`src/rtl/fifo_bank_pkg.sv`:
```
// fifo_bank shared parameters and helpers.
// Width/depth defaults used by the bank, channels and interface.
package fifo_bank_pkg;

    function automatic int clog2(input int n);
        int r;
        r = 0;
        while ((1 << r) < n) r++;
        return r;
    endfunction

    localparam int WORD_SIZE = 10;
    localparam int PTR       = 3;
    localparam int NUM_CH    = 4;
    localparam int CH_W      = (clog2(NUM_CH) < 1) ? 1 : clog2(NUM_CH);
    localparam int DEPTH     = 1 << PTR;
    localparam int CNT_W     = PTR + 1;

endpackage

```
`src/rtl/fifo_bank_if.sv`:
```
// fifo_bank_if: channel-tagged write port, read port and status.
// master = producer/consumer side, slave = the bank.
interface fifo_bank_if;
    import fifo_bank_pkg::*;

    logic                 push;
    logic [CH_W-1:0]      push_ch;
    logic [WORD_SIZE-1:0] fifo_data_in;
    logic                 pop;
    logic [PTR-1:0]       full_threshold;
    logic [PTR-1:0]       empty_threshold;
    logic [WORD_SIZE-1:0] fifo_data_out;
    logic [CH_W-1:0]      data_out_ch;
    logic                 valid;
    logic [NUM_CH-1:0]    fifo_full;
    logic [NUM_CH-1:0]    fifo_empty;
    logic [NUM_CH-1:0]    almost_full;
    logic [NUM_CH-1:0]    almost_empty;
    logic [NUM_CH-1:0]    error;

    modport master (
        output push, push_ch, fifo_data_in, pop,
        output full_threshold, empty_threshold,
        input  fifo_data_out, data_out_ch, valid,
        input  fifo_full, fifo_empty, almost_full, almost_empty, error
    );

    modport slave (
        input  push, push_ch, fifo_data_in, pop,
        input  full_threshold, empty_threshold,
        output fifo_data_out, data_out_ch, valid,
        output fifo_full, fifo_empty, almost_full, almost_empty, error
    );

endinterface

```
`src/rtl/fifo_bank_ch.sv`:
```
// fifo_ch: one circular buffer with count, status flags and sticky error.
// A push into a full buffer is dropped and latches the error bit.
module fifo_ch
    import fifo_bank_pkg::*;
(
    input  logic                 clk,
    input  logic                 reset,
    input  logic                 i_push,
    input  logic [WORD_SIZE-1:0] i_data,
    input  logic                 i_deq,
    input  logic [PTR-1:0]       i_full_th,
    input  logic [PTR-1:0]       i_empty_th,
    output logic [WORD_SIZE-1:0] o_head,
    output logic                 o_full,
    output logic                 o_empty,
    output logic                 o_afull,
    output logic                 o_aempty,
    output logic                 o_error
);

    logic [WORD_SIZE-1:0] r_mem [DEPTH];
    logic [PTR-1:0]       r_wr;
    logic [PTR-1:0]       r_rd;
    logic [CNT_W-1:0]     r_cnt;
    logic                 r_err;
    logic                 w_wr;
    logic                 w_rd;
    logic [CNT_W-1:0]     w_fth;
    logic [CNT_W-1:0]     w_eth;

    assign w_wr  = i_push && !o_full;
    assign w_rd  = i_deq && !o_empty;
    assign w_fth = {1'b0, i_full_th};
    assign w_eth = {1'b0, i_empty_th};

    // Storage: no reset, the count alone decides what is live.
    always_ff @(posedge clk) begin
        if (w_wr) r_mem[r_wr] <= i_data;
    end

    // Pointers, occupancy and sticky overflow error.
    always_ff @(posedge clk or negedge reset) begin
        if (!reset) begin
            r_wr  <= '0;
            r_rd  <= '0;
            r_cnt <= '0;
            r_err <= 1'b0;
        end else begin
            if (w_wr) r_wr <= r_wr + 1'b1;
            if (w_rd) r_rd <= r_rd + 1'b1;
            unique case ({w_wr, w_rd})
                2'b10:   r_cnt <= r_cnt + 1'b1;
                2'b01:   r_cnt <= r_cnt - 1'b1;
                default: r_cnt <= r_cnt;
            endcase
            if (i_push && o_full) r_err <= 1'b1;
        end
    end

    assign o_head   = r_mem[r_rd];
    assign o_full   = (r_cnt == CNT_W'(DEPTH));
    assign o_empty  = (r_cnt == '0);
    assign o_afull  = (i_full_th != '0) && (r_cnt >= w_fth) && !o_full;
    assign o_aempty = !o_empty && (r_cnt <= w_eth);
    assign o_error  = r_err;

endmodule

```
`src/rtl/fifo_bank.sv`:
```
// fifo_bank: NUM_CH channel FIFOs, one shared write port, one read port.
// Round-robin arbiter feeds a registered valid/pop output stage.
module fifo_bank
    import fifo_bank_pkg::*;
(
    input  logic        clk,
    input  logic        reset,
    fifo_bank_if.slave  bus
);

    logic [WORD_SIZE-1:0] w_head [NUM_CH];
    logic [NUM_CH-1:0]    w_empty;
    logic [NUM_CH-1:0]    w_push;
    logic [NUM_CH-1:0]    w_deq;
    logic                 w_load;
    logic                 w_found;
    logic [CH_W-1:0]      w_gnt;
    int                   w_idx;

    logic                 r_valid;
    logic [WORD_SIZE-1:0] r_data;
    logic [CH_W-1:0]      r_ch;
    logic [CH_W-1:0]      r_last;

    assign w_load = !r_valid || bus.pop;

    for (genvar g = 0; g < NUM_CH; g++) begin : g_ch
        assign w_push[g] = bus.push && (bus.push_ch == CH_W'(g));
        assign w_deq[g]  = w_load && w_found && (w_gnt == CH_W'(g));

        fifo_ch u_ch (
            .clk        (clk),
            .reset      (reset),
            .i_push     (w_push[g]),
            .i_data     (bus.fifo_data_in),
            .i_deq      (w_deq[g]),
            .i_full_th  (bus.full_threshold),
            .i_empty_th (bus.empty_threshold),
            .o_head     (w_head[g]),
            .o_full     (bus.fifo_full[g]),
            .o_empty    (w_empty[g]),
            .o_afull    (bus.almost_full[g]),
            .o_aempty   (bus.almost_empty[g]),
            .o_error    (bus.error[g])
        );
    end

    // Round-robin: first non-empty channel after the last grant, wrapping.
    always_comb begin
        w_found = 1'b0;
        w_gnt   = r_last;
        w_idx   = 0;
        for (int i = 1; i <= NUM_CH; i++) begin
            w_idx = int'(r_last) + i;
            if (w_idx >= NUM_CH) w_idx = w_idx - NUM_CH;
            if (!w_found && !w_empty[w_idx]) begin
                w_found = 1'b1;
                w_gnt   = CH_W'(w_idx);
            end
        end
    end

    // Output register: reload when empty or consumed, data held when idle.
    always_ff @(posedge clk or negedge reset) begin
        if (!reset) begin
            r_valid <= 1'b0;
            r_data  <= '0;
            r_ch    <= '0;
            r_last  <= CH_W'(NUM_CH - 1);
        end else if (w_load) begin
            if (w_found) begin
                r_valid <= 1'b1;
                r_data  <= w_head[w_gnt];
                r_ch    <= w_gnt;
                r_last  <= w_gnt;
            end else begin
                r_valid <= 1'b0;
            end
        end
    end

    assign bus.fifo_empty    = w_empty;
    assign bus.valid         = r_valid;
    assign bus.fifo_data_out = r_data;
    assign bus.data_out_ch   = r_ch;

endmodule

```
`src/flat_wrapper.sv`:
```
// flat-port wrapper written by rule: the top's interface ports become plain ports
module fifo_bank_flat import fifo_bank_pkg::*;
  (clk, reset, bus_push, bus_push_ch, bus_fifo_data_in, bus_pop, bus_full_threshold, bus_empty_threshold, bus_fifo_data_out, bus_data_out_ch, bus_valid, bus_fifo_full, bus_fifo_empty, bus_almost_full, bus_almost_empty, bus_error);
  fifo_bank_if bus_i ();
  input  logic clk;
  input  logic reset;
  input wire logic [$bits(bus_i.push)-1:0] bus_push;
  input wire logic [$bits(bus_i.push_ch)-1:0] bus_push_ch;
  input wire logic [$bits(bus_i.fifo_data_in)-1:0] bus_fifo_data_in;
  input wire logic [$bits(bus_i.pop)-1:0] bus_pop;
  input wire logic [$bits(bus_i.full_threshold)-1:0] bus_full_threshold;
  input wire logic [$bits(bus_i.empty_threshold)-1:0] bus_empty_threshold;
  output wire logic [$bits(bus_i.fifo_data_out)-1:0] bus_fifo_data_out;
  output wire logic [$bits(bus_i.data_out_ch)-1:0] bus_data_out_ch;
  output wire logic [$bits(bus_i.valid)-1:0] bus_valid;
  output wire logic [$bits(bus_i.fifo_full)-1:0] bus_fifo_full;
  output wire logic [$bits(bus_i.fifo_empty)-1:0] bus_fifo_empty;
  output wire logic [$bits(bus_i.almost_full)-1:0] bus_almost_full;
  output wire logic [$bits(bus_i.almost_empty)-1:0] bus_almost_empty;
  output wire logic [$bits(bus_i.error)-1:0] bus_error;
  assign bus_i.push = bus_push;
  assign bus_i.push_ch = bus_push_ch;
  assign bus_i.fifo_data_in = bus_fifo_data_in;
  assign bus_i.pop = bus_pop;
  assign bus_i.full_threshold = bus_full_threshold;
  assign bus_i.empty_threshold = bus_empty_threshold;
  assign bus_fifo_data_out = bus_i.fifo_data_out;
  assign bus_data_out_ch = bus_i.data_out_ch;
  assign bus_valid = bus_i.valid;
  assign bus_fifo_full = bus_i.fifo_full;
  assign bus_fifo_empty = bus_i.fifo_empty;
  assign bus_almost_full = bus_i.almost_full;
  assign bus_almost_empty = bus_i.almost_empty;
  assign bus_error = bus_i.error;
  fifo_bank u_core (.clk(clk), .reset(reset), .bus(bus_i));
endmodule
```
`config.mk`:
```
export PLATFORM = sky130hd
export DESIGN_NAME = fifo_bank_flat
export DESIGN_NICKNAME = d
export VERILOG_FILES = /design/src/rtl/fifo_bank_pkg.sv /design/src/rtl/fifo_bank_if.sv /design/src/rtl/fifo_bank_ch.sv /design/src/rtl/fifo_bank.sv /design/src/flat_wrapper.sv
export SDC_FILE = /design/constraint.sdc
export NUM_CORES = 1
export LEC_CHECK = 0
export ABC_AREA = 0
export BUFFER_PORTS_ARGS = -buffer_cell sky130_fd_sc_hd__buf_2
export CORE_UTILIZATION = 29
export DETAILED_ROUTE_END_ITERATION = 8
export PLACE_DENSITY = 0.52
export RECOVER_POWER = 50
export SYNTH_ARGS = -nofsm -noshare
export SYNTH_HDL_FRONTEND = slang
export SYNTH_SLANG_ARGS = --single-unit
```
`constraint.sdc`:
```
create_clock -name clk -period 8.46 [get_ports clk]
set_clock_uncertainty 0.15 [all_clocks]
set_input_delay 0.846 -clock clk [delete_from_list [all_inputs] [get_ports clk]]
set_output_delay 0.846 -clock clk [all_outputs]
set_load 0.01 [all_outputs]
```
Word-level counts from Yosys, hierarchy flattened
Memories as Yosys holds them, arrays and structs flattened.
Index checks and enable logic that the tools add are counted.
Operators by class
  equality and inequality tests: 18
  bitwise operators: 1
  reductions and logical operators: 63
  $add $sub $neg: 24
  muxes and demuxes: 40
  order comparisons: 17
Operators with widths (count)
  >= comparator 32 x 4 -> 1 bit (second input constant): 4
  < comparator 32 x 4 -> 1 bit (second input constant): 4
  two-way mux 32 bit: 4
  subtractor 32 x 4 -> 32 bit (second input constant): 4
  logical AND 1 bit: 36
  one-hot mux 4 bit (2 select lines): 4
  adder 3 x 1 -> 3 bit (second input constant): 8
  two-way mux 1 bit: 21
  binary-select mux 10 bit (select 2 bit): 1
  two-way mux 10 bit: 2
  adder 4 x 1 -> 4 bit (second input constant): 4
  == test 2 bit (second input constant): 8
  == test 4 bit (second input constant): 4
  >= comparator 4 x 3 -> 1 bit: 4
  <= comparator 4 x 3 -> 1 bit: 4
  logical NOT 4 bit: 4
  subtractor 4 x 1 -> 4 bit (second input constant): 4
  logical NOT 1 bit: 14
  == test 2 x 1 -> 1 bit (second input constant): 6
  binary-select mux 1 bit (select 2 bit): 4
  two-way mux 2 bit: 4
  nonzero test 2 bit: 4
  adder 2 x 2 -> 3 bit (second input constant): 2
  adder 2 x 3 -> 4 bit (second input constant): 1
  other kinds (7): 8
Storage, ports and cells
  logic and storage cells: 187
  memories kept: 4
  RAM bits: 320
  output and inout port bits: 33
  register bits: 59
Memories
  u_core.g_ch[0].u_ch.r_mem: depth 8, width 10, rd ports 1, clocked after Yosys merged registers in 0, wr ports 1, line fifo_bank_ch.sv:21  | logic [WORD_SIZE-1:0] r_mem [DEPTH];
  u_core.g_ch[1].u_ch.r_mem: depth 8, width 10, rd ports 1, clocked after Yosys merged registers in 0, wr ports 1, line fifo_bank_ch.sv:21
  u_core.g_ch[2].u_ch.r_mem: depth 8, width 10, rd ports 1, clocked after Yosys merged registers in 0, wr ports 1, line fifo_bank_ch.sv:21
  u_core.g_ch[3].u_ch.r_mem: depth 8, width 10, rd ports 1, clocked after Yosys merged registers in 0, wr ports 1, line fifo_bank_ch.sv:21

Logic depth before layout (Yosys ltp)
Gate-level depths: netlist of run 1.
  depth after elaboration: 20
  depth in mapped cells: 14
  gate-level depth less buffers: 14

Modules after synthesis
Synthesis of run 1 repeated with hierarchy kept, for this count alone.
Unflattened totals
  cells, all modules: 883
  area total of the unflattened synthesis: 16268.1 um^2
By module, submodules not included
  fifo_ch at u_core.g_ch[0].u_ch ...: area an instance 3798.6 um^2, cells an instance 197, times used 2
  fifo_ch at u_core.g_ch[2].u_ch: area an instance 3871.2 um^2, cells an instance 200, times used 1
  fifo_ch at u_core.g_ch[3].u_ch: area an instance 3846.2 um^2, cells an instance 194, times used 1
  fifo_bank: area an instance 953.4 um^2, cells an instance 95, times used 1

Worst setup path before layout of run 1
No wires, ideal clock.
  kind: register to register
  start point: register u_core.g_ch[3].u_ch.r_cnt[1]
  end point: register u_core.g_ch[0].u_ch.r_cnt[3]
  clock period less this slack: 3.139 ns
  stages on the path, launching flop included: 15
  arrival time: 2.863 ns
  path slack: 5.321 ns
  setup time: 0.126 ns
  path through: dfrtp_1 -> or4_4 -> clkinv_4 -> nor2_2 -> o21a_4 -> or2_1 -> buf_6 -> nor2_4 -> ha_1 -> ha_1 -> a21o_1 -> a21oi_1 -> xnor2_1 -> nor2_1 -> xor2_1
Between the ends
  word-level cells in the longest chain between the ends: 18
  elaborated cells between the ends (all ways): 37
  classes of those cells: eq/ne: 2; mux: 21; reduce/logical: 14
RTL lines
  from (decl): line fifo_bank_ch.sv:24  | logic [CNT_W-1:0] r_cnt;
  from (signal assigned): line fifo_bank_ch.sv:52  | 2'b10: r_cnt <= r_cnt + 1'b1;
  from (signal assigned): line fifo_bank_ch.sv:53  | 2'b01: r_cnt <= r_cnt - 1'b1;
  from (signal assigned): line fifo_bank_ch.sv:54  | default: r_cnt <= r_cnt;
  logical NOT 4 bit (*): line fifo_bank_ch.sv:62  | assign o_empty = (r_cnt == '0);
  net u_core.g_ch[3].u_ch.o_empty: line fifo_bank_ch.sv:15  | output logic o_empty,
  binary-select mux 1 bit (select 2 bit): line fifo_bank.sv:56  | if (!w_found && !w_empty[w_idx]) begin
  two-way mux 1 bit (not written as such) (2 in a row): line fifo_bank.sv:56
  logical NOT 1 bit: line fifo_bank.sv:56
  logical AND 1 bit: line fifo_bank.sv:56
  two-way mux 1 bit: line fifo_bank.sv:56
  logical NOT 1 bit: line fifo_bank.sv:56
  [... 3 more ...]
  logical AND 1 bit: line fifo_bank.sv:56
  two-way mux 2 bit or two-way mux 1 bit (tied branches): line fifo_bank.sv:56
  logical NOT 2 bit or logical AND 1 bit (tied branches): line fifo_bank.sv:29  | assign w_deq[g] = w_load && w_found && (w_gnt == CH_W'(g));
  logical AND 1 bit (*): line fifo_bank.sv:29
  logical AND 1 bit (*): line fifo_bank_ch.sv:32  | assign w_rd = i_deq && !o_empty;
  net u_core.g_ch[0].u_ch.w_rd: line fifo_bank_ch.sv:27  | logic w_rd;
  == test 2 x 1 -> 1 bit or == test 2 bit (tied branches): line fifo_bank_ch.sv:51  | unique case ({w_wr, w_rd})
  one-hot mux 4 bit (2 select lines) or nonzero test 2 bit (tied branches)
  to (signal assigned): line fifo_bank_ch.sv:52
  to (signal assigned): line fifo_bank_ch.sv:53
  to (signal assigned): line fifo_bank_ch.sv:54
  to (decl): line fifo_bank_ch.sv:24
Mark *: on every way through the listed nets, which the timed path passes. The rest lies on a longest branch. The select of a mux whose other input is x is not followed.
A chain may end at the register's enable or synchronous reset.

Final worst setup path of run 1
  start point: register u_core.g_ch[0].u_ch.r_cnt[1]
  end point: register u_core.g_ch[2].u_ch.r_cnt[3]
Between the ends
  word-level cells in the longest chain between the ends: 18
  elaborated cells between the ends (all ways): 37
  classes of those cells: eq/ne: 3; mux: 21; reduce/logical: 13
RTL lines (line)
  logical NOT 4 bit (*): fifo_bank_ch.sv:62
  binary-select mux 1 bit (select 2 bit): fifo_bank.sv:56
  two-way mux 1 bit (not written as such) (2 in a row): fifo_bank.sv:56
  logical NOT 1 bit: fifo_bank.sv:56
  logical AND 1 bit: fifo_bank.sv:56
  two-way mux 1 bit: fifo_bank.sv:56
  logical NOT 1 bit: fifo_bank.sv:56
  logical AND 1 bit: fifo_bank.sv:56
  [... 2 more ...]
  logical AND 1 bit: fifo_bank.sv:56
  two-way mux 2 bit or two-way mux 1 bit (tied branches): fifo_bank.sv:56
  == test 2 bit or logical AND 1 bit (tied branches): fifo_bank.sv:29
  logical AND 1 bit (*): fifo_bank.sv:29
  logical AND 1 bit (*): fifo_bank_ch.sv:32
  net u_core.g_ch[2].u_ch.w_rd: fifo_bank_ch.sv:27
  == test 2 x 1 -> 1 bit or == test 2 bit (tied branches): fifo_bank_ch.sv:51
  one-hot mux 4 bit (2 select lines) or nonzero test 2 bit (tied branches)
  to (signal assigned): fifo_bank_ch.sv:52
  to (signal assigned): fifo_bank_ch.sv:53
  to (signal assigned): fifo_bank_ch.sv:54
  to (decl): fifo_bank_ch.sv:24
Marked as above.

==> impl_metrics.csv, run 1 <==
group,metric,value,unit
status,status,"finished, violations left",
status,violations,"max-capacitance violations, max-slew violations",
sta,relSlewSlack,-1.345,
die,initial_core_util,0.2959,
cts,postCtsSetupRepairBufs,0,
setup_path,arrival,4480,ps
detailed_routing,firstDrtPassIters,7,
cts,cts_tree,"yes",
detailed_routing,routed_wl,35.39,mm
synthesis,yosysUniqueCellTypes,53,
cts,cts-htree-levels,2,
sta,max_freq,237.0,MHz
detailed_routing,vias,8057,
hold_path,hold_path.startpoint,"u_core.g_ch[1].u_ch.r_rd[0]$_DFFE_PN0P_",
finish,final_nets,1036,
cts,cts_resized,0,
cts,cts_buffer_depth,3,
finish,fillers,5182,
synthesis,yosysWarnings,0,
synthesis,synth_edf_count,320,
synthesis,syn_nets,971,
synthesis,ys_seq_elements,379,
sta,fin_crit_sh,0.4987,
cts,cts_sinks,379,
global_route,grt_overflow,0,
run,max-cap-violations,10,
synthesis,syn-cell-area,16050,um^2
cts,path_clk_slew,60,ps
setup_path,slowest_stage,"nor4_1",
die,die-area,56290,um^2
cts,cts_root_buffer,"clkbuf_16",
die,dieWidth,237.3,um
setup_path,worst-r2r-cell-count,13,
sta,final.setup.tns,0,ps
power,switchingPower,2.061,mW
power,power_density,341.8,nW/um^2
sta,hold_violations,0,
detailed_routing,viasPerCell,4.759,
global_route,grt_util_all_layers,0.1279,
setup_path,rr_startpoint,"u_core.g_ch[0].u_ch.r_cnt[1]$_DFFE_PN0P_",
synthesis,syn_inst,901,
detailed_routing,ant_nets,0,
hold_path,min_to,"u_core.g_ch[1].u_ch.r_rd[0]$_DFFE_PN0P_",
global_route,grt_antenna_before_repair,0,
synthesis,synth-async-reset-ratio,0.1557,
synthesis,synthFlopType,"edfxtp_1",
placed_design,place_area,17050,um^2
finish,area_delta_synth_final,14.22,%
finish,drive_above_1_share,0.2247,
cts,clock_latency,540,ps
setup_path,worstSetupPathType,"reg -> reg",
detailed_routing,drt-initial-drc-count,582,
die,coreArea,54240,um^2
sta,drv_slew,357,
sta,finalCriticalPeriod,4219,ps
placed_design,port_buffers,54,
power,p_sw_frac,0.3291,
setup_path,start_kind,"flop",
cts,holdBufCountCts,0,
setup_path,r2r_slack,4240,ps
sta,final-setup-viol-count,0,
power,p_leak,6.252,nW
global_route,grt_pass1_vias,8233,
power,intPower,4.203,mW
detailed_routing,wl_per_cell,20.90,um
global_route,grt_max_degree,60,
placed_design,place_congestion,0.7715,
sta,tightest_slew,3517,ps
detailed_routing,drc_errors,0,
setup_path,worstReg2RegEnd,"u_core.g_ch[2].u_ch.r_cnt[3]$_DFFE_PN0P_",
hold_path,holdPathStages,1,
placed_design,dp_hpwl,22.67,mm
global_route,grt_pass1_wl,53.59,mm
sta,grt_setup_unrepaired,"no",
setup_path,crit_chain,"nor4_1, nand4_1, nand2_1, nor2_1, nand2_1, inv_1, ha_1, ha_1, a21o_1, a21oi_1, xnor2_1, nor2_1, xor2_1",
setup_path,required,8720,ps
synthesis,ys_seq_area_frac,0.6909,
hold_path,hp-class,"reg -> reg",
die,rows,85,
die,pin_count,55,
placed_design,pre_cts_ws,4433,ps
cts,cts_made_buffers,41,
finish,antenna_cells,0,
power,power_frac_seq,0.416,
power,pwr-share-comb,0.303,
power,ir_worst_vdd,132.6,uV
finish,design_area,18330,um^2
synthesis,syn_area_per_cell,17.81,um^2
setup_path,endpoint_kind,"flop",
power,clkPwrFrac,0.281,
die,fp.dieH,237.3,um
setup_path,max_stage_delay,820,ps
setup_path,cp_max_fo,17,
sta,worst_slack,4241,ps
## logic make-up (layout without fill, tap and decap cells)
| group | Yosys count | in the layout | share of synthesized area |
|---|---|---|---|
| AND/OR/NAND/NOR | 160 | 160 | 0.05403 |
| buffers and inverters | 79 | 175 | 0.02557 |
| XOR/XNOR | 30 | 30 | 0.01637 |
| AO/OA/AOI/OAI | 97 | 97 | 0.04280 |
| adder cells (fa/ha/maj) | 48 | 48 | 0.03929 |
| flip-flops | 379 | 379 | 0.6909 |
| multiplexers | 108 | 108 | 0.1311 |
## registers in the layout (all words and copies together) (netlist names)
signal                    count
u_core.g_ch.u_ch.r_mem      320
u_core.g_ch.u_ch.r_cnt       16
u_core.g_ch.u_ch.r_rd        12
u_core.g_ch.u_ch.r_wr        12
u_core.bus.fifo_data_out     10
u_core.g_ch.u_ch.o_error      4
u_core.bus.data_out_ch        2
u_core.r_last                 2
u_core.bus.valid              1
## through the flow
stage	hold slack (ps)	std cells	utilization	power, mW
floorplan	278.9	901	-	4.015
global placement	290.5	1619	0.3143	4.572
detailed placement	297.0	1619	0.3143	4.602
CTS	320.1	1693	0.3387	6.371
global route	343.2	1693	0.3380	6.635
finish	315.8	1693	0.3380	6.265
## synthesized netlist by cell type (20+ instances only)
master | number | area [um^2]
edfxtp_1 | 320 | 9609
inv_1 | 24 | 90.09
nand2_1 | 37 | 138.9
nor2_1 | 26 | 97.59
nor3_1 | 23 | 115.1
buf_4 | 20 | 150.1
mux4_2 | 80 | 1802
dfrtp_1 | 57 | 1426
ha_1 | 44 | 550.5
a211oi_1 | 24 | 180.2
nor2b_1 | 23 | 143.9
## layout make-up
cell class / count / area [um^2] / share of cell area
sequential: 379 / 11090 / 0.6049
clock buffer: 53 / 1114 / 0.06075
multi-input combinational: 443 / 4557 / 0.2486
tap: 696 / 870.8 / 0.04751
timing repair buffer: 74 / 389.1 / 0.02123
inverter: 27 / 106.4 / 0.005802
clock inverter: 21 / 205.2 / 0.01119
## how the worst max path moves through the flow
stage                                             startpoint                                  endpoint  cells after the start
floorplan           u_core.g_ch[3].u_ch.r_cnt[1]$_DFFE_PN0P_  u_core.g_ch[0].u_ch.r_cnt[3]$_DFFE_PN0P_                     14
global placement                                     bus_pop  u_core.g_ch[2].u_ch.r_cnt[3]$_DFFE_PN0P_                     13
detailed placement                                   bus_pop  u_core.g_ch[2].u_ch.r_cnt[3]$_DFFE_PN0P_                     13
CTS                 u_core.g_ch[2].u_ch.r_cnt[1]$_DFFE_PN0P_  u_core.g_ch[3].u_ch.r_cnt[3]$_DFFE_PN0P_                     12
global route                                           reset   u_core.g_ch[2].u_ch.r_rd[1]$_DFFE_PN0P_                      2
finish              u_core.g_ch[0].u_ch.r_cnt[1]$_DFFE_PN0P_  u_core.g_ch[2].u_ch.r_cnt[3]$_DFFE_PN0P_                     13
## per-layer routing
| metal | vias to the layer above | part of all wire | global-route usage |
|---|---|---|---|
| li1 | 3692 | - | - |
| met1 | 4183 | 0.47 | 0.1845 |
| met2 | 139 | 0.47 | 0.1993 |
| met3 | 43 | 0.041 | 0.02195 |
| met4 | 0 | 0.018 | 0.03265 |
| met5 | - | 0 | 0 |
## placed cells by master, fill, tap and decap left out, drive strengths merged, types with 2 or more instances in the layout
master,n
buf,55
dfstp,2
a2bb2oi,2
nor2,30
o21ai,19
bufinv,4
o31ai,10
inv,25
clkinvlp,2
a31oi,4
a21o,16
dfrtp,57
xnor2,19
fa,4
xor2,11
edfxtp,320
mux2,17
clkinv,17
or3,11
mux4,80
nand2b,15
nor3,24
nand2,37
a211oi,24
ha,44
nor2b,23
a21oi,8
nor4,5
a32oi,10
mux2i,11
clkbuf,72
nor4b,3
nand3,7
## critical path: cells and delay by family, from the launching register on
family / cells / cell delay, ps
flip-flops: 1 / 470
buffers and inverters: 1 / 60
AND/OR/NAND/NOR: 6 / 2280
adder cells (fa/ha/maj): 2 / 490
XOR/XNOR: 2 / 280
AO/OA/AOI/OAI: 2 / 330
## power groups by stage
stage | clock (mW) | sequential [mW] | combinational (mW)
after floorplan | 0 | 2.43 | 1.58
after global placement | 0 | 2.65 | 1.92
after detailed placement | 0 | 2.66 | 1.94
after CTS | 1.80 | 2.62 | 1.95
after global routing | 1.88 | 2.65 | 2.10
final | 1.76 | 2.61 | 1.90
Note: power is estimated with default switching activity, not from simulation.
==> run 2: changes to the inputs <==
--- a/config.mk
+++ b/config.mk
@@ -9,7 +9,7 @@
 export BUFFER_PORTS_ARGS = -buffer_cell sky130_fd_sc_hd__buf_2
 export CORE_UTILIZATION = 29
 export DETAILED_ROUTE_END_ITERATION = 8
-export PLACE_DENSITY = 0.52
+export PLACE_DENSITY = 0.54
 export RECOVER_POWER = 50
 export SYNTH_ARGS = -nofsm -noshare
 export SYNTH_HDL_FRONTEND = slang
==> constraint.sdc (replaced) <==
create_clock -name clk -period 3.4 [get_ports clk]
set_clock_uncertainty 0.15 [all_clocks]
set_input_delay 0.34 -clock clk [delete_from_list [all_inputs] [get_ports clk]]
set_output_delay 0.34 -clock clk [all_outputs]
set_load 0.01 [all_outputs]
==> run 2 against run 1 <==
The flow still finishes with violations (max-capacitance violations, max-slew violations); clock-buffer cell count rose by 1; final area rose by 2.5%; non-clock buffer count rose by 53; sequential share of layout area fell by 1.5 points; worst hold slack got worse by 270 ps; sequential power rose by 140%; core utilization rose by 0.85 points; largest power group unchanged.
==> impl_metrics.csv, run 2 (same netlist as run 1, synthesis figures left out) <==
group,metric,value,unit
status,status,"finished, violations left",
status,violations,"max-capacitance violations, max-slew violations",
hold_path,hp-class,"in -> reg",
sta,fin_crit_sh,0.9449,
setup_path,cp_max_fo,6,
setup_path,endpoint_kind,"flop",
cts,path_clk_slew,60,ps
finish,largest_register_ff_count,320,
detailed_routing,drc_errors,0,
finish,drive_above_1_share,0.2574,
placed_design,place_congestion,0.7998,
global_route,grt_max_degree,33,
finish,design_area,18790,um^2
setup_path,worstSetupPathType,"reg -> reg",
detailed_routing,firstDrtPassIters,5,
die,pin_count,55,
finish,reg_top3,"u_core.g_ch.u_ch.r_mem (320), u_core.g_ch.u_ch.r_cnt (16)",
detailed_routing,viasPerCell,4.717,
power,p_leak,6.525,nW
global_route,grt_pass1_vias,8571,
sta,final-setup-viol-count,0,
sta,drv_slew,361,
die,fp.dieH,237.3,um
cts,cts_sinks,379,
finish,area_delta_synth_final,17.08,%
setup_path,required,3680,ps
detailed_routing,ant_nets,0,
finish,top_register,"u_core.g_ch.u_ch.r_mem",
die,die-area,56290,um^2
die,rows,85,
cts,cts_tree,"yes",
placed_design,place_area,17440,um^2
global_route,grt_util_all_layers,0.1304,
die,coreArea,54240,um^2
sta,relSlewSlack,-0.1744,
global_route,grt_pass1_wl,54.56,mm
die,initial_core_util,0.2959,
power,ir_worst_vdd,376.5,uV
cts,postCtsSetupRepairBufs,0,
placed_design,pre_cts_ws,11.44,ps
sta,tightest_slew,1762,ps
cts,cts_made_buffers,43,
cts,cts_buffer_depth,3,
sta,finalCriticalPeriod,3212,ps
power,power_density,852.2,nW/um^2
detailed_routing,vias,8259,
setup_path,start_kind,"flop",
cts,clock_latency,560,ps
finish,final_common_cell,"edfxtp_1",
setup_path,arrival,3490,ps
setup_path,worst-r2r-cell-count,13,
detailed_routing,drt-initial-drc-count,497,
placed_design,port_buffers,54,
global_route,grt_overflow,0,
sta,max_freq,311.3,MHz
die,dieWidth,237.3,um
sta,grt_setup_unrepaired,"yes",
cts,cts_root_buffer,"clkbuf_16",
sta,worst_slack,187.5,ps
cts,cts-htree-levels,2,
hold_path,holdPathStages,3,
finish,final_util,0.3464,
sta,hold_violations,0,
detailed_routing,wl_per_cell,20.52,um
detailed_routing,routed_wl,35.93,mm
run,max-cap-violations,11,
placed_design,dp_hpwl,23.07,mm
global_route,grt_antenna_before_repair,1,
finish,mostFrequentLayoutCells,"edfxtp_1, mux4_2, buf_4, dfrtp_1, clkbuf_16",
finish,final_nets,1091,
## run 2: worst paths after layout
path | from | endpoint | slack, ps
min | bus_push_ch[0] | u_core.g_ch[2].u_ch.o_error$_DFFE_PN0P_ | 40
max in group asynchronous | reset | u_core.g_ch[2].u_ch.r_rd[1]$_DFFE_PN0P_ | 850
min in group asynchronous | reset | u_core.g_ch[0].u_ch.o_error$_DFFE_PN0P_ | 630
max reg2reg | u_core.g_ch[3].u_ch.r_cnt[1]$_DFFE_PN0P_ | u_core.g_ch[1].u_ch.r_cnt[3]$_DFFE_PN0P_ | 190
max | u_core.g_ch[3].u_ch.r_cnt[1]$_DFFE_PN0P_ | u_core.g_ch[1].u_ch.r_cnt[3]$_DFFE_PN0P_ | 190
min reg2reg | u_core.g_ch[0].u_ch.o_error$_DFFE_PN0P_ | u_core.g_ch[0].u_ch.o_error$_DFFE_PN0P_ | 310
## run 2: critical path, stage by stage, from the launching register on
cell and delay (ps):
dfrtp_1 380, or4_4 570, clkinv_4 90, o2bb2ai_1 80, mux2i_2 280, nand3_2 190, nor2_4 210, ha_1 230
ha_1 250, a21o_1 150, a21oi_1 170, xnor2_1 130, nor2_1 60, xor2_1 140
## run 2: layout make-up
type                       count  area [um^2]
multi-input combinational    443         4572
timing repair buffer         127        794.5
tap                          696        870.8
antenna                        2        5.005
inverter                      27        106.4
clock inverter                23        193.9
fill                        5125        35450
sequential                   379        11090
clock buffer                  54         1160
## run 2: metrics by stage
step	hold WS, ps	total power [mW]	cells	TNS [ps]
after floorplan	-105.6	9.991	901	0
after global placement	283.3	11.66	1669	0
after detailed placement	292.4	11.73	1669	0
after CTS	13.32	16.27	1749	0
after global routing	50.01	16.94	1749	-30.43
final	44.59	16.01	1751	0
## run 2: layer usage
layer,global-route usage,vias to the layer above,share of wire
met1,0.1849,4253,0.47
li1,-,3798,-
met4,0.03265,2,0.017
met2,0.2042,158,0.47
met3,0.02636,48,0.045
met5,0,-,0.00036
## run 2: power breakdown
part	total, mW	leakage, nW	internal, mW	switching, mW
Clock	4.47	0.663	2.64	1.83
Combinational	5.28	2.27	2.50	2.78
Sequential	6.26	3.59	5.57	0.688
## run 2: repair_timing
item / 4_1_cts / 5_1_grt
endpoints found under the setup margin: 0 / 4
hold endpoints to repair: 29 / 0
hold buffers: 3 / 0
gates resized for setup: 0 / 2
